## config.mk

```make
export PLATFORM = sky130hd
export DESIGN_NAME = tone_generator_flat
export DESIGN_NICKNAME = d
export VERILOG_FILES = /design/src/rtl/audio_pkg.sv /design/src/rtl/tone_generator_if.sv /design/src/rtl/tone_nco_core.sv /design/src/rtl/tone_generator.sv /design/src/flat_wrapper.sv
export SDC_FILE = /design/constraint.sdc
export NUM_CORES = 1
export LEC_CHECK = 0
export BUFFER_PORTS_ARGS = -buffer_cell sky130_fd_sc_hd__buf_2
export CAP_MARGIN = 40
export CORE_AREA = 2 2 131 69
export DETAILED_ROUTE_END_ITERATION = 10
export DIE_AREA = 0 0 133 71
export PLACE_DENSITY = 0.87
export SLEW_MARGIN = 20
export SYNTH_ARGS = -nofsm -noshare
export SYNTH_HDL_FRONTEND = slang
export SYNTH_HIERARCHICAL = 1
export SYNTH_SLANG_ARGS = --single-unit
```

## constraint.sdc

```tcl
create_clock -name clk -period 6.08 [get_ports clk]
set_input_delay 0.304 -clock clk [delete_from_list [all_inputs] [get_ports clk]]
set_output_delay 0.304 -clock clk [all_outputs]
set_load 0.005 [all_outputs]
```

## src/rtl/audio_pkg.sv

```systemverilog
// rtl/audio_pkg.sv - shared audio-path types and constants
package audio_pkg;

  localparam int FREQ_W         = 13;
  localparam int CLK_HZ_DEFAULT = 50_000_000;

  typedef logic [FREQ_W-1:0]  freq_t;
  typedef logic signed [15:0] sample_t;

endpackage

```

## src/rtl/tone_generator_if.sv

```systemverilog
// rtl/tone_generator_if.sv - control/output bundle of the tone generator (vol lane under TONE_VOLUME_EN)
interface tone_generator_if #(
  parameter int AMP_W = 16
);
  import audio_pkg::*;

  logic                    enable;
  freq_t                   freq;
  logic                    freq_load;
`ifdef TONE_VOLUME_EN
  logic [2:0]              vol;
`endif
  logic                    pending;
  logic                    square_out;
  logic                    edge_stb;
  logic signed [AMP_W-1:0] sample_out;

`ifdef TONE_VOLUME_EN
  modport master (output enable, freq, freq_load, vol,
                  input  pending, square_out, edge_stb, sample_out);
  modport slave  (input  enable, freq, freq_load, vol,
                  output pending, square_out, edge_stb, sample_out);
`else
  modport master (output enable, freq, freq_load,
                  input  pending, square_out, edge_stb, sample_out);
  modport slave  (input  enable, freq, freq_load,
                  output pending, square_out, edge_stb, sample_out);
`endif

endinterface

```

## src/rtl/tone_nco_core.sv

```systemverilog
// rtl/tone_nco_core.sv - fractional accumulator that toggles a square wave at 2*freq per CLK_HZ cycles
module tone_nco_core #(
  parameter int CLK_HZ = audio_pkg::CLK_HZ_DEFAULT,
  parameter int ACC_W  = $clog2(CLK_HZ) + 1
) (
  input  logic             clk,
  input  logic             rst_n,
  input  logic             run_i,
  input  logic             clr_i,
  input  logic [ACC_W-1:0] step_i,
  output logic             toggle_o,
  output logic             square_o,
  output logic             square_nxt_o
);

  localparam logic [ACC_W:0] CLK_C = (ACC_W + 1)'(CLK_HZ);

  logic [ACC_W-1:0] acc_q, acc_d;
  logic             sq_q, sq_d;
  logic [ACC_W:0]   sum;
  logic             wrap;

  // One extra bit on the sum so acc + step can never overflow before the compare.
  always_comb begin
    sum   = {1'b0, acc_q} + {1'b0, step_i};
    wrap  = run_i && (sum >= CLK_C);
    acc_d = acc_q;
    sq_d  = sq_q;
    if (clr_i) begin
      acc_d = '0;
      sq_d  = 1'b0;
    end else if (run_i) begin
      if (wrap) begin
        // sum < 2*CLK_HZ, so the remainder fits back into ACC_W bits.
        acc_d = sum[ACC_W-1:0] - CLK_C[ACC_W-1:0];
        sq_d  = ~sq_q;
      end else begin
        acc_d = sum[ACC_W-1:0];
      end
    end
  end

  // Accumulator and square-wave state.
  always_ff @(posedge clk or negedge rst_n) begin
    if (!rst_n) begin
      acc_q <= '0;
      sq_q  <= 1'b0;
    end else begin
      acc_q <= acc_d;
      sq_q  <= sq_d;
    end
  end

  assign toggle_o     = wrap;
  assign square_o     = sq_q;
  assign square_nxt_o = sq_d;

endmodule

```

## src/rtl/tone_generator.sv

```systemverilog
// rtl/tone_generator.sv - glitch-free square-wave tone synthesiser; TONE_VOLUME_EN adds a 3-bit volume input
module tone_generator
  import audio_pkg::*;
#(
  parameter int                      CLK_HZ    = CLK_HZ_DEFAULT,
  parameter int                      AMP_W     = 16,
  parameter logic signed [AMP_W-1:0] AMPLITUDE = 16'sd8192,
  localparam int                     ACC_W     = $clog2(CLK_HZ) + 1
) (
  input  logic           clk,
  input  logic           rst_n,
  tone_generator_if.slave bus
);

  freq_t                   cur_q, cur_d;
  freq_t                   pend_q, pend_d;
  logic                    pending_q, pending_d;
  logic                    edge_q, edge_d;
  logic signed [AMP_W-1:0] sample_q, sample_d;
  logic signed [AMP_W-1:0] mag;

  logic             active;
  logic             apply;
  logic             nco_clr;
  logic             nco_toggle;
  logic             nco_square;
  logic             nco_square_nxt;
  logic [ACC_W-1:0] nco_step;

  assign active   = bus.enable && (cur_q != '0);
  assign nco_step = ACC_W'({cur_q, 1'b0});

  tone_nco_core #(
    .CLK_HZ (CLK_HZ),
    .ACC_W  (ACC_W)
  ) u_nco (
    .clk          (clk),
    .rst_n        (rst_n),
    .run_i        (active),
    .clr_i        (nco_clr),
    .step_i       (nco_step),
    .toggle_o     (nco_toggle),
    .square_o     (nco_square),
    .square_nxt_o (nco_square_nxt)
  );

`ifdef TONE_VOLUME_EN
  assign mag = AMPLITUDE >>> (3'd7 - bus.vol);
`else
  assign mag = AMPLITUDE;
`endif

  // Frequency hand-over: applied when idle, or only on a toggle edge while running.
  always_comb begin
    cur_d     = cur_q;
    pend_d    = pend_q;
    pending_d = pending_q;
    apply     = pending_q && (!active || nco_toggle);
    nco_clr   = !active;
    if (apply) begin
      cur_d     = pend_q;
      pending_d = 1'b0;
      if (pend_q == '0) begin
        nco_clr = 1'b1;
      end
    end
    // A load on the apply edge is held for the next boundary, not merged into this one.
    if (bus.freq_load) begin
      pend_d    = bus.freq;
      pending_d = 1'b1;
    end
    edge_d   = nco_toggle && !nco_clr;
    sample_d = '0;
    if (bus.enable && (cur_d != '0)) begin
      sample_d = nco_square_nxt ? mag : -mag;
    end
  end

  // Control and output registers.
  always_ff @(posedge clk or negedge rst_n) begin
    if (!rst_n) begin
      cur_q     <= '0;
      pend_q    <= '0;
      pending_q <= 1'b0;
      edge_q    <= 1'b0;
      sample_q  <= '0;
    end else begin
      cur_q     <= cur_d;
      pend_q    <= pend_d;
      pending_q <= pending_d;
      edge_q    <= edge_d;
      sample_q  <= sample_d;
    end
  end

  assign bus.pending    = pending_q;
  assign bus.square_out = nco_square;
  assign bus.edge_stb   = edge_q;
  assign bus.sample_out = sample_q;

endmodule

```

## src/flat_wrapper.sv

```systemverilog
// flat-port wrapper written by rule: the top's interface ports become plain ports
module tone_generator_flat import audio_pkg::*;
#(
  parameter int                      CLK_HZ    = CLK_HZ_DEFAULT,
  parameter int                      AMP_W     = 16,
  parameter logic signed [AMP_W-1:0] AMPLITUDE = 16'sd8192,
  localparam int                     ACC_W     = $clog2(CLK_HZ) + 1
)
  (clk, rst_n, bus_enable, bus_freq, bus_freq_load, bus_pending, bus_square_out, bus_edge_stb, bus_sample_out);
  tone_generator_if #(.AMP_W(AMP_W)) bus_i ();
  input  logic clk;
  input  logic rst_n;
  input wire logic [$bits(bus_i.enable)-1:0] bus_enable;
  input wire logic [$bits(bus_i.freq)-1:0] bus_freq;
  input wire logic [$bits(bus_i.freq_load)-1:0] bus_freq_load;
  output wire logic [$bits(bus_i.pending)-1:0] bus_pending;
  output wire logic [$bits(bus_i.square_out)-1:0] bus_square_out;
  output wire logic [$bits(bus_i.edge_stb)-1:0] bus_edge_stb;
  output wire logic [$bits(bus_i.sample_out)-1:0] bus_sample_out;
  assign bus_i.enable = bus_enable;
  assign bus_i.freq = bus_freq;
  assign bus_i.freq_load = bus_freq_load;
  assign bus_pending = bus_i.pending;
  assign bus_square_out = bus_i.square_out;
  assign bus_edge_stb = bus_i.edge_stb;
  assign bus_sample_out = bus_i.sample_out;
  tone_generator #(.CLK_HZ(CLK_HZ), .AMP_W(AMP_W), .AMPLITUDE(AMPLITUDE)) u_core (.clk(clk), .rst_n(rst_n), .bus(bus_i));
endmodule
```

==> summary.md, run 1 <==
| Metric | Value |
|---|---|
| DR pass1 iterations | 8 |
| Vias per inst | 6.938 |
| Routed via count | 4829 |
| Status | finished clean |
| CTS sink count | 58 |
| H-Tree Depth | 3 |
| Area delta synth->final | 10.40% |
| TritonCTS clock tree | done |
| Final Hold Violating Endpoints | 0 |
| Internal | 1.453 mW |
| Clock power share | 17.5% |
| DRC viols | 0 |
| Number of synthesized flops with an enable pin | 0 |
| Period utilization | 89.67% |
| Comb pwr share | 61.7% |
| Synth Register Bits | 58 |
| Worst-skew pair later-pin latency | 0.33 ns |
| RSZ-0062 raised after global routing | false |
| Sequential share of power | 20.8% |
| DR WL/cell | 21.82 µm |
| Sw Ratio | 50.65% |
| Most common cell in the netlist | dfrtp_1 |
| Total setup buffers inserted after CTS | 0 |
| IO Pins | 36 |
| Critical path required time | 6.30 ns |
| Largest net degree at the start of global routing | about 60 |
| Critical-path maximum fanout | 18 |
| Max-slew headroom | 48.19% |
| Height of the die | about 71 µm |
| Clk root buf | clkbuf_16 |
| Post-Synthesis Cells | 546 |
| Post-synth top area share | 30.17% |
| Bufs and invs on worst path | 1 |
| PwrDens | 554.2 nW/µm² |
| CP top delay family | compound AO/OA/AOI/OAI gates |
| Share of cells above drive strength 1 | 13.99% |
| Critical Path Start Type | flop |
| Yosys warning count | 6 |
| CP Cell Sequence | ha_1 -> a21oi_1 -> o21ai_0 -> nor3_2 -> a2111oi_1 -> a311oi_2 -> nand4_2 -> o21a_2 -> nor2_1 -> nand2_1 -> o21ai_1 -> buf_4 -> nand2b_1 -> a21oi_1 -> and3_1 -> a211o_1 |
| Async SR Flop Fraction | 100.0% |
| Final Skew | 0.005240 ns |
| First-pass GRT wire length | 23960 µm |
| Clk buf depth | 2 |
| Total track usage | approximately a third |
| Worst Tran Pin Value | 0.7742 ns |
| CORE AREA | 8378 µm² |
| Final WL | 15190 µm |
| Top_reg_cell synth | dfrtp_1 |
| Library cells used by synthesis | 78 |
| Vias in the first global route | 4363 |
| Site Rows | 24 |
| DIE AREA | 9443 µm² |
| # setup viols final | 0 |
| Post-synth top cells | dfrtp_1 (58), a21oi_1 (45), nor2_1 (44) |
| Critical path's largest stage delay | 0.66 ns |
| Initial Utilization | approximately 57% |
| Fin area | 5311 µm² |
| Num CTS Buffers | 9 |
| Post-CTS sizing | 0 |
| Die width | about 130 µm |
| HPWL Detailed | 11270 µm |
| Gr ovfl total | 0 |
| Pleak | 2.409 nW |
| Mean Syn Cell Area | about 8.8 µm² |
| Slowest stage cell, crit path | a311oi_2 |
| Top post-synthesis cells by area | dfrtp_1 (30%), ha_1 (7.3%), a21oi_1 (4.7%) |
| Peak supply drop | 0.0002474 V |
| Slew Viols, Final | 0 |
| Post-layout min period | 5.452 ns |
| Initial DRC Count | 756 |
| Placed cell area | 5000 µm² |
| Input/output buffers | 22 |
| Top cell type by total area after synthesis | dfrtp_1 |
| Initial antenna violation count | 0 |
| Number of nets with antenna violations after routing | 0 |
| Synth Cell Area | 4811 µm² |
| Setup TNS | 0 ns |
| Clock transition at path regs | 0.06 ns |
| Hold buffer count at CTS | 0 |
| CP Capture Type | flop |
| Max Fclk | 183.4 MHz |
| Worst path most repeated cell | a21oi_1 |
| Max-Cap Viols | 0 |
| Sequential-to-total area share from yosys stat | 30.17% |
| CP arrival | 5.67 ns |
| Diode count | 0 |
| GPL Wtd Cong | just over 1 |
| Sw power | about 1.5 mW |
| Setup Crit Path Kind | reg2reg |
| Hold Path Class | in2async |
| # nets final | 620 |
path summary, 6_finish.rpt:
path	from	slack, ns	depth (start not counted)	end
hold reg to reg	u_core/pend_q[8]	0.52	1	u_core/cur_q[8]
setup reg to reg	u_core/cur_q[11]	0.63	16	u_core/u_nco/acc_q[23]
max in group asynchronous	rst_n	5.49	2	u_core/pend_q[4]
min in group clk	bus_freq[11]	0.20	2	u_core/pend_q[11]
setup / recovery	u_core/cur_q[11]	0.63	16	u_core/u_nco/acc_q[23]
hold / removal	rst_n	0.11	2	u_core/u_nco/acc_q[18]
power groups by stage:
| stage | registers (mW) | logic [mW] | clock network [mW] |
|---|---|---|---|
| finish | 0.611 | 1.82 | 0.516 |
| global route | 0.617 | 1.93 | 0.547 |
| CTS | 0.599 | 1.67 | 0.520 |
| detailed placement | 0.603 | 1.65 | 0 |
| global placement | 0.598 | 1.59 | 0 |
| floorplan | 0.553 | 1.28 | 0 |
metal layers:
| metal | track usage [%] | vias to the layer above | wire length [µm] |
|---|---|---|---|
| met5 | 1.515 | - | 0 |
| met4 | 9.677 | 0 | 362 |
| met3 | 14.62 | 59 | 2716 |
| met2 | 42.77 | 425 | 5630 |
| met1 | 49.36 | 2271 | 6480 |
| li1 | - | 2074 | - |
final cells by class:
class	instances	area, µm²
clock buffers	10	239.0
clock inverters	6	65.06
fillers	672	3067
inverters	14	52.55
multi-input cells	463	3202
flip-flops and latches	58	1451
well taps	117	146.4
repair buffers	28	155.1
cell families after synthesis:
logic type / share of synthesized area (%)
AND/OR/NAND/NOR: 20.44
AO/OA/AOI/OAI: 25.51
flip-flops: 30.17
buffers and inverters: 5.462
adder cells (fa/ha/maj): 7.698
multiplexers: 6.632
XOR/XNOR: 4.005
other: 0.07795
flip-flops by register name, summed over array words and instances, names as in the netlist:
name,flops
u_core/u_nco/square_o,1
u_core/u_nco/acc_q,27
u_core/bus.sample_out,2
u_core/bus.pending,1
u_core/cur_q,13
u_core/pend_q,13
u_core/bus.edge_stb,1
per-stage QoR:
| step | hold WS (ns) | utilization (%) | setup slack, ns | instances | total power, mW |
|---|---|---|---|---|---|
| 2_1_floorplan | 0.008409 | - | 1.712 | 572 | 1.830 |
| 3_3_place_gp | 0.4775 | 59.59 | 1.190 | 678 | 2.185 |
| 3_5_place_dp | 0.4951 | 59.68 | 0.9314 | 679 | 2.252 |
| 4_1_cts | 0.1383 | 63.31 | 0.8820 | 695 | 2.794 |
| 5_1_grt | 0.1789 | 63.40 | 0.3143 | 696 | 3.094 |
| 6_report | 0.1142 | 63.40 | 0.6281 | 696 | 2.944 |
cells in the final DEF (no fill, tap or decap), types with 7 or more instances in the layout:
cell        n
nor2_1     44
nand2_1    39
and3_1      9
buf_2      22
a21o_1      8
o211ai_1   12
conb_1     27
ha_1       28
dfrtp_1    58
inv_1      14
xnor2_1    12
nor3_1     10
a211oi_1   11
mux2_2     13
or3_1       7
o21ai_1     7
xor2_1     10
nand2b_1    8
nand4_1    12
nand3_1    13
clkbuf_16   9
o21ai_0    25
nor4_1      7
a21oi_1    45
Power figures use the tool's default switching activity.
==> run 2: changes to the inputs <==
Settings changed: ABC_AREA from default to 1, CORE_AREA 2 2 131 69 to 2 2 136 72, DIE_AREA 0 0 133 71 to 0 0 138 74, PLACE_DENSITY 0.87 to 0.86.
==> run 2 against run 1 <==
  * Sequential power is 2% higher
  * Sequential cell count stayed put
  * Critical path depth is 8 higher
  * Die area is 8.1% higher
  * Core utilization is 0.29 points lower
  * Area after synthesis is 7.8% higher
  * Count of clock-buffer cells in the layout stayed put
  * Maximum frequency is 17% higher
  * Final cell count is 45% higher
  * Sequential share of layout area is 2.0 points lower
  * First-iteration DRC count is 11% lower
==> summary.md, run 2 <==
| Metric | Value |
|---|---|
| Status | finished clean |
| GPL Wtd Cong | roughly 1.0 |
| Number of synthesized flops with an enable pin | 0 |
| Initial DRC Count | 675 |
| Input/output buffers | 22 |
| Most frequent cells in the layout | nand2_1 (355), inv_1 (109), nand3_1 (81) |
| Worst-skew pair later-pin latency | 0.33 ns |
| Clock transition at path regs | ~0.050 ns |
| Peak supply drop | 0.0003097 V |
| Final WL | 15270 µm |
| Site Rows | 25 |
| Mean Syn Cell Area | 6.139 µm² |
| Max-slew headroom | 46.24% |
| Final Hold Violating Endpoints | 0 |
| Final Skew | 0.01101 ns |
| Final Power | 3.206 mW |
| Total setup buffers inserted after CTS | 0 |
| Setup TNS | 0 ns |
| Largest net degree at the start of global routing | 59 |
| Most flop-heavy register | u_core/u_nco/acc_q |
| Area delta synth->final | 10.35% |
| Critical path's largest stage delay | 0.68 ns |
| DRC viols | 0 |
| Post-synth top cells | nand2_1 (355), inv_1 (109), nand3_1 (81) |
| Worst Tran Pin Value | between 0.8 and 0.9 ns |
| Top_reg_cell synth | dfrtp_1 |
| Period utilization | 76.67% |
| RSZ-0062 raised after global routing | false |
| Clock power share | between 10% and 20% |
| Top cell type by total area after synthesis | dfrtp_1 |
| Critical-path maximum fanout | 18 |
| Sw power | around 1.7 mW |
| Diode count | 0 |
| CP endpoint | u_core/u_nco/acc_q[6] |
| Hold buffer count at CTS | 0 |
| Die width | 138 µm |
| Capture point of the worst reg-to-reg path | u_core/u_nco/acc_q[6] |
| Most common cell in the netlist | nand2_1 |
| # nets final | 927 |
| TritonCTS clock tree | done |
| H-Tree Depth | 3 |
| Clk buf depth | 2 |
| HPWL Detailed | 12130 µm |
| Bufs and invs on worst path | 5 |
| CP top delay family | simple AND/OR/NAND/NOR gates |
| Sw Ratio | 53.39% |
| First-pass GRT wire length | 24290 µm |
| Gr ovfl total | 0 |
| Slowest stage cell, crit path | nor2_1 |
| Synth Register Bits | 58 |
| CTS sink count | 58 |
| Vias per inst | around 5.4 |
| Routed via count | 5460 |
| Sequential-to-total area share from yosys stat | 27.98% |
| CP Cell Sequence | ha_1 -> nand2_1 -> inv_1 -> nand2_1 -> nand2_1 -> inv_1 -> nand3_1 -> nand2_1 -> nand2_1 -> nor2_1 -> nand3_1 -> nand2_1 -> inv_2 -> nand2_1 -> nand2_2 -> nand2_2 -> a21oi_4 -> inv_1 -> nand3_4 -> nand2_4 -> o21ai_1 -> nor2_1 -> inv_1 -> o21ai_0 |
| Num CTS Buffers | 9 |
| Internal | 1.494 mW |
| Slew Viols, Final | 0 |
| Post-Synthesis Cells | 845 |
| CORE AREA | around 9100 µm² |
| Total track usage | 30.58% |
| Worst path most repeated cell | nand2_1 |
| Reg-to-reg slack, setup | between 1 and 1.5 ns |
| DR WL/cell | 15.17 µm |
| Sequential share of power | 19.4% |
| Number of nets with antenna violations after routing | 0 |
| Share of cells above drive strength 1 | under 10% |
| PwrDens | approximately 560 nW/µm² |
| Reg2reg start | u_core/cur_q[8] |
| CP arrival | just under 5 ns |
| Largest register FFs | 27 |
| Post-synth top area share | 27.98% |
| Post-layout min period | 4.662 ns |
| Initial antenna violation count | 0 |
| Clk root buf | clkbuf_16 |
| Crit path from | u_core/cur_q[8] |
| DIE AREA | between 10000 and 15000 µm² |
| Synth Cell Area | approximately 5200 µm² |
| Height of the die | 74 µm |
| CP Capture Type | flop |
| Worst path depth | 24 |
| # setup viols final | 0 |
| Hold Path Class | in2async |
| Fill cells | 846 |
| DR pass1 iterations | 6 |
| IO Pins | 36 |
| Max Fclk | 214.5 MHz |
| Commonest non-fill, non-tap cell in the layout | nand2_1 |
| Initial Utilization | 57.19% |
| Vias in the first global route | 4717 |
| Yosys warning count | 6 |
| Comb pwr share | 63.5% |
| Pleak | 3.331 nW |
| Post-CTS sizing | 0 |
| Async SR Flop Fraction | 100.0% |
| Max-Cap Viols | 0 |
| Critical path required time | ~6.3 ns |
| R2R depth | 24 |
| Library cells used by synthesis | 37 |
| Top Registers | u_core/u_nco/acc_q x27, u_core/cur_q x13, u_core/pend_q x13 |
| Setup Crit Path Kind | reg2reg |
| Top post-synthesis cells by area | dfrtp_1 (28%), nand2_1 (26%), inv_1 (7.9%) |
| Critical Path Start Type | flop |
## run 2: cell types whose count changed in the layout (fill, tap and decap cells not counted), sizes merged, moves of 7 or more
cell    before  now
a211oi      11    0
a21o         8    0
a21oi       47   26
and3         9    0
inv         15  113
mux2        21    0
nand2       40  365
nand2b       8    0
nand3       13   82
nor2        44   70
o211ai      12    0
o21ai       32   22
or3          7    0
xnor2       12    5
## run 2: final cells by class
class	count	area (µm²)	area share [%]
Clock buffer	10	239.0	4.175
Clock inverter	6	90.09	1.574
Inverter	113	424.2	7.410
Multi-Input combinational cell	674	3232	56.46
Sequential cell	58	1451	25.36
Tap cell	121	151.4	2.645
Timing Repair Buffer	25	136.4	2.383
## run 2: metal layers
layer	vias to the layer above	global-route usage, %	share of wire (%)
li1	2677	-	-
met1	2426	48.52	49
met2	346	37.29	33
met3	11	13.84	17
met4	0	3.968	0.30
met5	-	0	0
## run 2: logic make-up after synthesis
group           count (synthesis)  share of synthesized area [%]
compound gates                 55                          6.102
xor+xnor                       17                          3.015
buf+inv                       139                          11.65
fa+ha+maj                      29                          7.140
simple gates                  546                          44.04
flops                          58                          27.98
other cells                     1                        0.07229
## run 2: stage by stage
stage | std cells | utilization (%) | cell area [µm²] | hold slack [ns] | setup WS [ns]
6_report | 1007 | 63.10 | 5724 | 0.1213 | 1.418
2_1_floorplan | 871 | - | 5285 | 0.008409 | 2.509
3_5_place_dp | 991 | 59.48 | 5395 | 0.4766 | 1.618
5_1_grt | 1007 | 63.10 | 5724 | 0.1824 | 1.023
3_3_place_gp | 990 | 59.35 | 5384 | 0.4723 | 1.722
4_1_cts | 1007 | 63.10 | 5724 | 0.1506 | 1.589
## run 2: power groups by stage
stage / logic, mW / registers [mW] / clock network, mW
floorplan: 1.48 / 0.566 / 0
global placement: 1.86 / 0.612 / 0
detailed placement: 1.89 / 0.616 / 0
CTS: 1.91 / 0.612 / 0.557
global route: 2.23 / 0.629 / 0.574
finish: 2.03 / 0.621 / 0.550
## run 2: how the worst min path moves through the flow
stage / from / to
CTS: rst_n / u_core/u_nco/acc_q[2]
floorplan: rst_n / u_core/bus.edge_stb
global route: bus_freq[9] / u_core/pend_q[9]
finish: rst_n / u_core/u_nco/acc_q[2]
detailed placement: u_core/u_nco/acc_q[22] / u_core/u_nco/acc_q[22]
global placement: u_core/u_nco/acc_q[10] / u_core/u_nco/acc_q[10]
